==> src/rtl/branch_resolve_queue.sv <==
// branch_resolve_queue: in-order buffer between branch resolution and ROB writeback.
// Resolved branch results are queued and written back over a valid/ready handshake.
// When a taken branch is written back, a fetch redirect is raised and held until
// acknowledged, after which the remaining (wrong-path) queued results are discarded.
// Optional build macro BRQ_STATS_EN adds resolved/redirect event counters.
module branch_resolve_queue #(
   parameter int DEPTH      = 4,
   parameter int TAG_WIDTH  = 5,
   parameter int DATA_WIDTH = 32
) (
   input  logic                  clk,
   input  logic                  rst,
   input  logic [TAG_WIDTH-1:0]  br_target,
   input  logic                  br_cmp_res,
   input  logic [DATA_WIDTH-1:0] br_next_pc,
   output logic                  br_stall,
   output logic                  wb_valid,
   input  logic                  wb_ready,
   output logic [TAG_WIDTH-1:0]  wb_tag,
   output logic                  wb_taken,
   output logic [DATA_WIDTH-1:0] wb_pc,
   output logic                  redirect_valid,
   output logic [DATA_WIDTH-1:0] redirect_pc,
   input  logic                  redirect_ack,
   input  logic                  flush
`ifdef BRQ_STATS_EN
   ,
   output logic [31:0]           stat_resolved,
   output logic [31:0]           stat_redirects
`endif
);

   localparam int PTR_W = $clog2(DEPTH);
   localparam int CNT_W = PTR_W + 1;
   localparam logic [CNT_W-1:0]     FULL_CNT = CNT_W'(DEPTH);
   localparam logic [TAG_WIDTH-1:0] NO_TAG   = '1;

   localparam logic [0:0] S_IDLE     = 1'b0;
   localparam logic [0:0] S_REDIRECT = 1'b1;

   logic [TAG_WIDTH-1:0]  q_tag   [DEPTH];
   logic                  q_taken [DEPTH];
   logic [DATA_WIDTH-1:0] q_pc    [DEPTH];

   logic [PTR_W-1:0] head;
   logic [PTR_W-1:0] tail;
   logic [CNT_W-1:0] count;
   logic [0:0]       state;

   logic empty;
   logic is_idle;
   logic br_in;
   logic pop;
   logic push;
   logic drop;

   assign empty    = (count == '0);
   assign is_idle  = (state == S_IDLE);
   assign br_in    = (br_target != NO_TAG);
   assign br_stall = (count == FULL_CNT);

   // Head entry is only offered to the ROB while no redirect is outstanding.
   assign wb_valid = !empty && is_idle;
   assign wb_tag   = empty ? NO_TAG : q_tag[head];
   assign wb_taken = empty ? 1'b0 : q_taken[head];
   assign wb_pc    = empty ? '0 : q_pc[head];

   // flush outranks every other queue operation; a pop frees a slot for a same-cycle push.
   assign pop  = wb_valid && wb_ready && !flush;
   assign push = br_in && is_idle && !flush && (!br_stall || pop);
   assign drop = br_in && is_idle && !flush && br_stall && !pop;

   // Pointer, occupancy, redirect FSM and redirect request registers.
   always_ff @(posedge clk or posedge rst) begin
      if (rst) begin
         head           <= '0;
         tail           <= '0;
         count          <= '0;
         state          <= S_IDLE;
         redirect_valid <= 1'b0;
         redirect_pc    <= '0;
      end else if (flush) begin
         head           <= '0;
         tail           <= '0;
         count          <= '0;
         state          <= S_IDLE;
         redirect_valid <= 1'b0;
      end else if (state == S_REDIRECT) begin
         // Everything still queued is younger than the taken branch, so it is wrong-path.
         if (redirect_ack) begin
            head           <= '0;
            tail           <= '0;
            count          <= '0;
            state          <= S_IDLE;
            redirect_valid <= 1'b0;
         end
      end else begin
         if (push)
            tail <= tail + PTR_W'(1);
         if (pop)
            head <= head + PTR_W'(1);
         count <= count + CNT_W'(push) - CNT_W'(pop);
         if (pop && wb_taken) begin
            state          <= S_REDIRECT;
            redirect_valid <= 1'b1;
            redirect_pc    <= wb_pc;
         end
      end
   end

   // Entry storage; contents are qualified by count, so no reset is needed.
   always_ff @(posedge clk) begin
      if (push) begin
         q_tag[tail]   <= br_target;
         q_taken[tail] <= br_cmp_res;
         q_pc[tail]    <= br_next_pc;
      end
   end

`ifdef BRQ_STATS_EN
   // Event counters; free-running modulo 2^32 and untouched by flush.
   always_ff @(posedge clk or posedge rst) begin
      if (rst) begin
         stat_resolved  <= '0;
         stat_redirects <= '0;
      end else begin
         if (pop)
            stat_resolved <= stat_resolved + 32'd1;
         if (pop && wb_taken)
            stat_redirects <= stat_redirects + 32'd1;
      end
   end
`endif

   // Upstream must honour br_stall: a result offered while full and not popping is lost.
   assert property (@(posedge clk) disable iff (rst) !drop);

endmodule

==> config.mk <==
export PLATFORM = sky130hd
export DESIGN_NAME = branch_resolve_queue
export DESIGN_NICKNAME = d
export VERILOG_FILES = /design/src/rtl/branch_resolve_queue.sv
export SDC_FILE = /design/constraint.sdc
export NUM_CORES = 1
export LEC_CHECK = 0
export CAP_MARGIN = 10
export CORE_UTILIZATION = 57
export DETAILED_ROUTE_END_ITERATION = 8
export GPL_TIMING_DRIVEN = 0
export PLACE_DENSITY_LB_ADDON = 0.08
export SLEW_MARGIN = 30
export SYNTH_ARGS = -nofsm -noshare
export SYNTH_HDL_FRONTEND = slang
export SYNTH_SLANG_ARGS = --single-unit
==> constraint.sdc <==
create_clock -name clk -period 5 [get_ports clk]
set_clock_uncertainty 0.15 [all_clocks]
set_input_delay 1 -clock clk [delete_from_list [all_inputs] [get_ports clk]]
set_output_delay 1 -clock clk [all_outputs]
set_load 0.005 [all_outputs]
==> impl_metrics.py, run 1 <==
metrics = {
    "worst_setup_path": {
        "critical_path_peak_fanout": 10,
        "rrSetupSlack_ns": 1.96,
        "crit_path_top_delay_cell": "sky130_fd_sc_hd__buf_1",
        "cp-startpoint": "head[1]$_DFFE_PP0P_",
        "timing.critical_path.from_type": "flop",
        "timing.rr.start": "count[1]$_DFFE_PP0P_",
        "timing.critical_path.required_ns": 3.85,
        "crit_path_buffers_inverters": 3,
        "crit_type": "reg -> out",
        "critical_path.cell_chain": "buf_1 > buf_2 > mux4_2 > or2_2 > clkdlybuf4s50_1",
        "worst_ep_arrival_time_ns": 2.82,
        "cp_top_family": "buffers and inverters",
        "critical_path.endpoint_type": "output port",
        "slowest_delay_ns": 0.50,
    },
    "routing": {
        "post_dr_wirelength_cell_um": 21.5,
        "drcViolationCount": 0,
        "drt_first_pass_iters": 5,
        "drt_iter0_markers": 337,
        "post_drt_via_cell_ratio": 5.68,
        "vias": 3928,
        "route.final.wire_length_mm": 14.9,
        "postRouteAntennaNets": 0,
    },
    "global_routing": {
        "gr-usage-all-layers": 0.234,
        "grt_overflow_total": 0,
        "grt_pass1_vias": 4250,
        "grt_start_max_net_pins": 39,
        "grt_pass1_wl_mm": 23.6,
        "grt_antenna_before_repair": 0,
    },
    "clock_network": {
        "cts-htree-levels": 4,
        "cts.root.buffer_cell": "sky130_fd_sc_hd__clkbuf_16",
        "post-cts-setup-buffers": 0,
        "cts_made_buffers": 17,
        "post_cts_resize_count": 0,
        "clock-sinks": 193,
        "tritoncts": "yes",
        "holdBufCountCts": 0,
        "path_clk_slew_ns": 0.06,
        "worstSkewPairLatency_ns": 0.43,
        "cts.path.max_buffers": 2,
    },
    "sta": {
        "min_period_over_period": 0.794,
        "finalSetupViolCount": 0,
        "postLayoutSetupSlackWorst_ns": 1.03,
        "final_max_slew_viol_count": 0,
        "period_minus_slack_ns": 3.97,
        "worst_pin_slew_ns": 0.674,
        "worst_hold_margin_ns": 0.359,
        "fin_setup_tns_ns": 0,
        "slew_headroom": 0.547,
        "rsz0062_at_grt": "no",
        "achievable-frequency_mhz": 252,
        "timing.final.hold_violations": 0,
    },
    "floorplan": {
        "initial_utilization": 0.596,
        "core_area_um2": 12800,
        "die-width_um": 118,
        "die_height_um": 118,
        "die_area_um2": 13900,
        "pin_count": 116,
        "std_cell_rows": 41,
    },
    "placed_design": {
        "port-buffer-count": 115,
        "finalWeightedCongestion": 0.781,
        "hpwlAfterDp_mm": 9.09,
        "dp_worst_setup_slack_ns": 0.833,
    },
    "logic_synthesis": {
        "synthesis.area_per_instance_um2": 20.6,
        "asyncSetResetFlopFracSynth": 0.212,
        "synthFlopType": "sky130_fd_sc_hd__edfxtp_1",
        "syn_inst": 372,
        "yosysSeqAreaShare": 0.731,
        "yosysWarningCount": 0,
        "synthesis.nets": 421,
        "synth_enable_flop_cells": 152,
        "area_of_the_mapped_netlist_um2": 7650,
        "synth.ff_latch_count": 193,
        "synth.lib_cells_used.distinct": 38,
    },
    "min_path": {
        "hold_start": "redirect_pc[23]$_DFFE_PP0P_",
        "min_path_type": "reg -> reg",
    },
    "power_and_ir_drop": {
        "leakagePower_nw": 3.42,
        "pwrdens_nw_per_um2": 549,
        "vdd_drop_max_mv": 0.307,
    },
    "layout": {
        "antennaDiodeCount": 0,
        "layout-area-overhead-vs-synth_pct": 26.3,
        "commonest_cells_after_routing_fill_and_taps_aside": "152 x sky130_fd_sc_hd__edfxtp_1, 115 x sky130_fd_sc_hd__clkdlybuf4s50_1, 41 x sky130_fd_sc_hd__dfrtp_1",
        "share_of_post_route_cells_with_drive_strength_above_1": 0.235,
        "mostFrequentLayoutCell": "sky130_fd_sc_hd__edfxtp_1",
        "final_nets": 556,
    },
    "run": {
        "drv.max_cap_violation_count": 0,
    },
    "status": {
        "result_of_the_run": "finished, final reports clean",
    },
}
==> power by group <==
part | switching [mW] | leakage [nW] | internal [mW] | total (mW)
sequential | 0.151 | 1.93 | 2.13 | 2.28
combinational | 0.658 | 1.19 | 0.982 | 1.64
clock | 0.552 | 0.294 | 0.826 | 1.38
total | 1.36 | 3.42 | 3.94 | 5.30
==> flip-flops by register name (all words and copies together) (netlist names) <==
signal          cells
q_pc              128
tail                2
q_taken             4
count               3
state               1
head                2
redirect_pc        32
q_tag              20
redirect_valid      1
==> cell usage after synthesis, drive strengths merged, types with 2 or more instances <==
master / instances / area share
mux2: 32 / 0.061
mux4: 38 / 0.11
ha: 5 / 0.0082
or2: 6 / 0.0049
edfxtp: 152 / 0.60
a21oi: 2 / 0.0013
inv: 5 / 0.0025
nand2: 6 / 0.0029
and2: 38 / 0.031
dfrtp: 41 / 0.13
clkbuf: 5 / 0.0025
or3: 2 / 0.0016
mux2i: 3 / 0.0039
o22a: 2 / 0.0023
nor3b: 2 / 0.0034
nor2: 5 / 0.0025
buf: 12 / 0.011
==> routing by layer <==
| layer | up-vias | track usage | part of all wire |
|---|---|---|---|
| met1 | 2065 | 0.311 | 0.42 |
| met2 | 124 | 0.376 | 0.51 |
| li1 | 1720 | - | - |
| met3 | 19 | 0.0538 | 0.047 |
| met4 | 0 | 0.0929 | 0.017 |
| met5 | - | 0 | 0 |
==> worst paths after layout <==
| path | to | depth (start not counted) |
|---|---|---|
| setup / recovery | wb_tag[1] | 5 |
| hold / removal | redirect_pc[23]$_DFFE_PP0P_ | 1 |
| setup reg to reg | count[2]$_DFFE_PP0P_ | 11 |
| hold reg to reg | redirect_pc[23]$_DFFE_PP0P_ | 1 |
| max in group asynchronous | redirect_pc[6]$_DFFE_PP0P_ | 3 |
| min in group asynchronous | redirect_pc[31]$_DFFE_PP0P_ | 2 |
==> worst register-to-register path, cell delays in order, from the launching register on <==
cell	delay (ns)
sky130_fd_sc_hd__dfrtp_1	0.51
sky130_fd_sc_hd__or3_1	0.17
sky130_fd_sc_hd__clkbuf_1	0.36
sky130_fd_sc_hd__clkbuf_1	0.41
sky130_fd_sc_hd__nand3_1	0.19
sky130_fd_sc_hd__o2bb2ai_1	0.17
sky130_fd_sc_hd__ha_1	0.16
sky130_fd_sc_hd__inv_1	0.05
sky130_fd_sc_hd__fa_1	0.36
sky130_fd_sc_hd__xnor3_1	0.19
sky130_fd_sc_hd__o22a_1	0.19
sky130_fd_sc_hd__nor2_1	0.08
==> through the flow <==
stage	power, mW	cells	util	area [um^2]
floorplan	3.08	372	-	7650
global placement	3.91	659	0.703	9010
detailed placement	3.97	660	0.705	9040
CTS	5.35	692	0.752	9650
global route	5.53	692	0.753	9660
finish	5.30	692	0.753	9660
==> cell type report <==
type,count,area (um^2)
tap,172,215
clock inverter,9,129
sequential,193,5590
timing repair buffer,116,1170
buffer,17,103
inverter,5,18.8
clock buffer,23,478
fill,763,3170
multi-input combinational,157,1950
==> cells by family after synthesis <==
logic type	share of synthesized area
XOR/XNOR	0.00294
flip-flops	0.731
AO/OA/AOI/OAI	0.0103
multiplexers	0.177
buffers and inverters	0.0159
adder cells (fa/ha/maj)	0.0108
AND/OR/NAND/NOR	0.0524
Power figures use the tool's default switching activity.
==> inputs of run 2 (changes only) <==
--- a/config.mk
+++ b/config.mk
@@ -6,7 +6,7 @@
 export NUM_CORES = 1
 export LEC_CHECK = 0
 export CAP_MARGIN = 10
-export CORE_UTILIZATION = 57
+export CORE_UTILIZATION = 49
 export DETAILED_ROUTE_END_ITERATION = 8
 export GPL_TIMING_DRIVEN = 0
 export PLACE_DENSITY_LB_ADDON = 0.08
==> constraint.sdc (replaced) <==
create_clock -name clk -period 3.4 [get_ports clk]
set_clock_uncertainty 0.15 [all_clocks]
set_input_delay 0.68 -clock clk [delete_from_list [all_inputs] [get_ports clk]]
set_output_delay 0.68 -clock clk [all_outputs]
set_load 0.005 [all_outputs]
==> impl_metrics.py, run 2 (synthesized netlist as in run 1, its figures left out) <==
metrics = {
    "clock_network": {
        "cts-htree-levels": 4,
        "cts_made_buffers": 17,
        "worstSkewPairLatency_ns": 0.42,
        "holdBufCountCts": 0,
        "path_clk_slew_ns": 0.07,
        "cts.root.buffer_cell": "sky130_fd_sc_hd__clkbuf_16",
        "tritoncts": "yes",
        "clock-sinks": 193,
        "cts.path.max_buffers": 2,
    },
    "global_routing": {
        "grt_antenna_before_repair": 0,
        "grt_overflow_total": 0,
        "grt_pass1_vias": 4001,
        "grt_pass1_wl_mm": 22.4,
        "grt_start_max_net_pins": 42,
        "gr-usage-all-layers": 0.192,
    },
    "routing": {
        "post_dr_wirelength_cell_um": 20.4,
        "routed.top_layer": "met4",
        "route.final.wire_length_mm": 14.4,
        "routed-wl-met2_mm": 6.96,
        "drt_first_pass_iters": 5,
        "vias": 3829,
        "post_drt_via_cell_ratio": 5.42,
        "drcViolationCount": 0,
        "drt-met1-wl_mm": 6.58,
        "postRouteAntennaNets": 0,
        "dr_wl_met3_um": 759,
        "drt_iter0_markers": 254,
    },
    "placed_design": {
        "port-buffer-count": 115,
        "finalWeightedCongestion": 0.732,
        "dp_worst_setup_slack_ns": -0.427,
        "hpwlAfterDp_mm": 8.73,
        "placed_cells_incl_taps": 676,
        "placed_cell_area_um2": 9070,
    },
    "sta": {
        "worst_pin_slew_ns": 0.665,
        "timing.final.hold_violations": 0,
        "min_period_over_period": 0.965,
        "rsz0062_at_grt": "no",
        "slew_headroom": 0.553,
        "finalSetupViolCount": 0,
        "postLayoutSetupSlackWorst_ns": 0.118,
        "final_max_slew_viol_count": 0,
        "fin_setup_tns_ns": 0,
        "achievable-frequency_mhz": 305,
        "period_minus_slack_ns": 3.28,
    },
    "layout": {
        "antennaDiodeCount": 0,
        "largest_register_ff_count": 128,
        "layout-area-overhead-vs-synth_pct": 26.4,
        "layout.cell_area.non_filler_um2": 9670,
        "stdcell_count": 707,
        "share_of_post_route_cells_with_drive_strength_above_1": 0.243,
        "final_nets": 555,
        "commonest_cells_after_routing_fill_and_taps_aside": "152 x sky130_fd_sc_hd__edfxtp_1, 115 x sky130_fd_sc_hd__clkdlybuf4s50_1, 41 x sky130_fd_sc_hd__dfrtp_1",
        "biggest_registers_after_layout": "q_pc x128, redirect_pc x32, q_tag x20",
        "mostFrequentLayoutCell": "sky130_fd_sc_hd__edfxtp_1",
        "top_reg_by_flops": "q_pc",
    },
    "status": {
        "result_of_the_run": "finished, final reports clean",
    },
    "worst_setup_path": {
        "rrSetupSlack_ns": 0.67,
        "crit_type": "reg -> out",
        "worst_ep_arrival_time_ns": 2.45,
        "timing.critical_path.required_ns": 2.57,
        "timing.rr.start": "count[1]$_DFFE_PP0P_",
        "worstRegToRegCells": 10,
        "critical_path.endpoint_type": "output port",
        "critical_path_peak_fanout": 10,
        "timing.critical_path.from_type": "flop",
        "r2r-end": "count[2]$_DFFE_PP0P_",
        "cp-startpoint": "head[1]$_DFFE_PP0P_",
    },
    "floorplan": {
        "die_height_um": 127,
        "std_cell_rows": 45,
        "initial_utilization": 0.503,
        "pin_count": 116,
        "core_area_um2": 15200,
        "die-width_um": 127,
        "die_area_um2": 16100,
    },
    "min_path": {
        "min_path_type": "reg -> reg",
        "hold_start": "redirect_pc[15]$_DFFE_PP0P_",
        "hold_depth": 1,
        "hold-path-endpoint": "redirect_pc[15]$_DFFE_PP0P_",
    },
    "power_and_ir_drop": {
        "pwrdens_nw_per_um2": 800,
        "post_layout_power_mw": 7.73,
        "vdd_drop_max_mv": 0.416,
        "leakagePower_nw": 3.42,
    },
    "run": {
        "drv.max_cap_violation_count": 0,
    },
}
run 2: final cells by class:
type                            instances  area, um^2
Clock buffer                           17         425
Timing Repair Buffer                  116        1170
Multi-Input combinational cell        157        1950
Tap cell                              188         235
Buffer                                 16         109
Sequential cell                       193        5590
Fill cell                            1089        5530
Inverter                                5        21.3
Clock inverter                         15         165
run 2: how the worst max path moves through the flow:
stage	endpoint	slack, ns	cells after the start
after floorplan	q_pc[1][0]$_DFFE_PP_	0.31	3
after global placement	q_pc[1][18]$_DFFE_PP_	-1.27	4
after detailed placement	count[2]$_DFFE_PP0P_	-0.43	10
after CTS	count[2]$_DFFE_PP0P_	0.003	10
after global routing	wb_tag[4]	0.01	5
final	wb_tag[2]	0.12	5
run 2: critical path, cell delays in order (launching register included):
cell and delay, ns:
sky130_fd_sc_hd__dfrtp_1 0.41, sky130_fd_sc_hd__buf_2 0.33, sky130_fd_sc_hd__buf_4 0.26, sky130_fd_sc_hd__mux4_2 0.32, sky130_fd_sc_hd__or2_2 0.28, sky130_fd_sc_hd__clkdlybuf4s50_1 0.44
run 2: routing by layer:
metal | GRT usage | up-vias
met5 | 0 | -
met4 | 0.0651 | 0
met3 | 0.0460 | 10
met2 | 0.296 | 115
met1 | 0.272 | 1978
li1 | - | 1726
run 2: through the flow:
| stage | util | hold slack, ns |
|---|---|---|
| floorplan | - | 0.324 |
| global placement | 0.594 | 0.341 |
| detailed placement | 0.596 | 0.341 |
| CTS | 0.635 | 0.363 |
| global route | 0.636 | 0.376 |
| finish | 0.636 | 0.359 |
run 2: repair_timing:
item | CTS | global route
setup endpoints to repair | 33 | 12
hold endpoints to repair | 0 | 0
gates resized for setup | 4 | 3
buffers inserted | 0 | 0
run 2: where the power goes:
part,switching (mW),internal [mW]
Sequential,0.201,3.13
Clock,0.832,1.15
Combinational,0.958,1.46
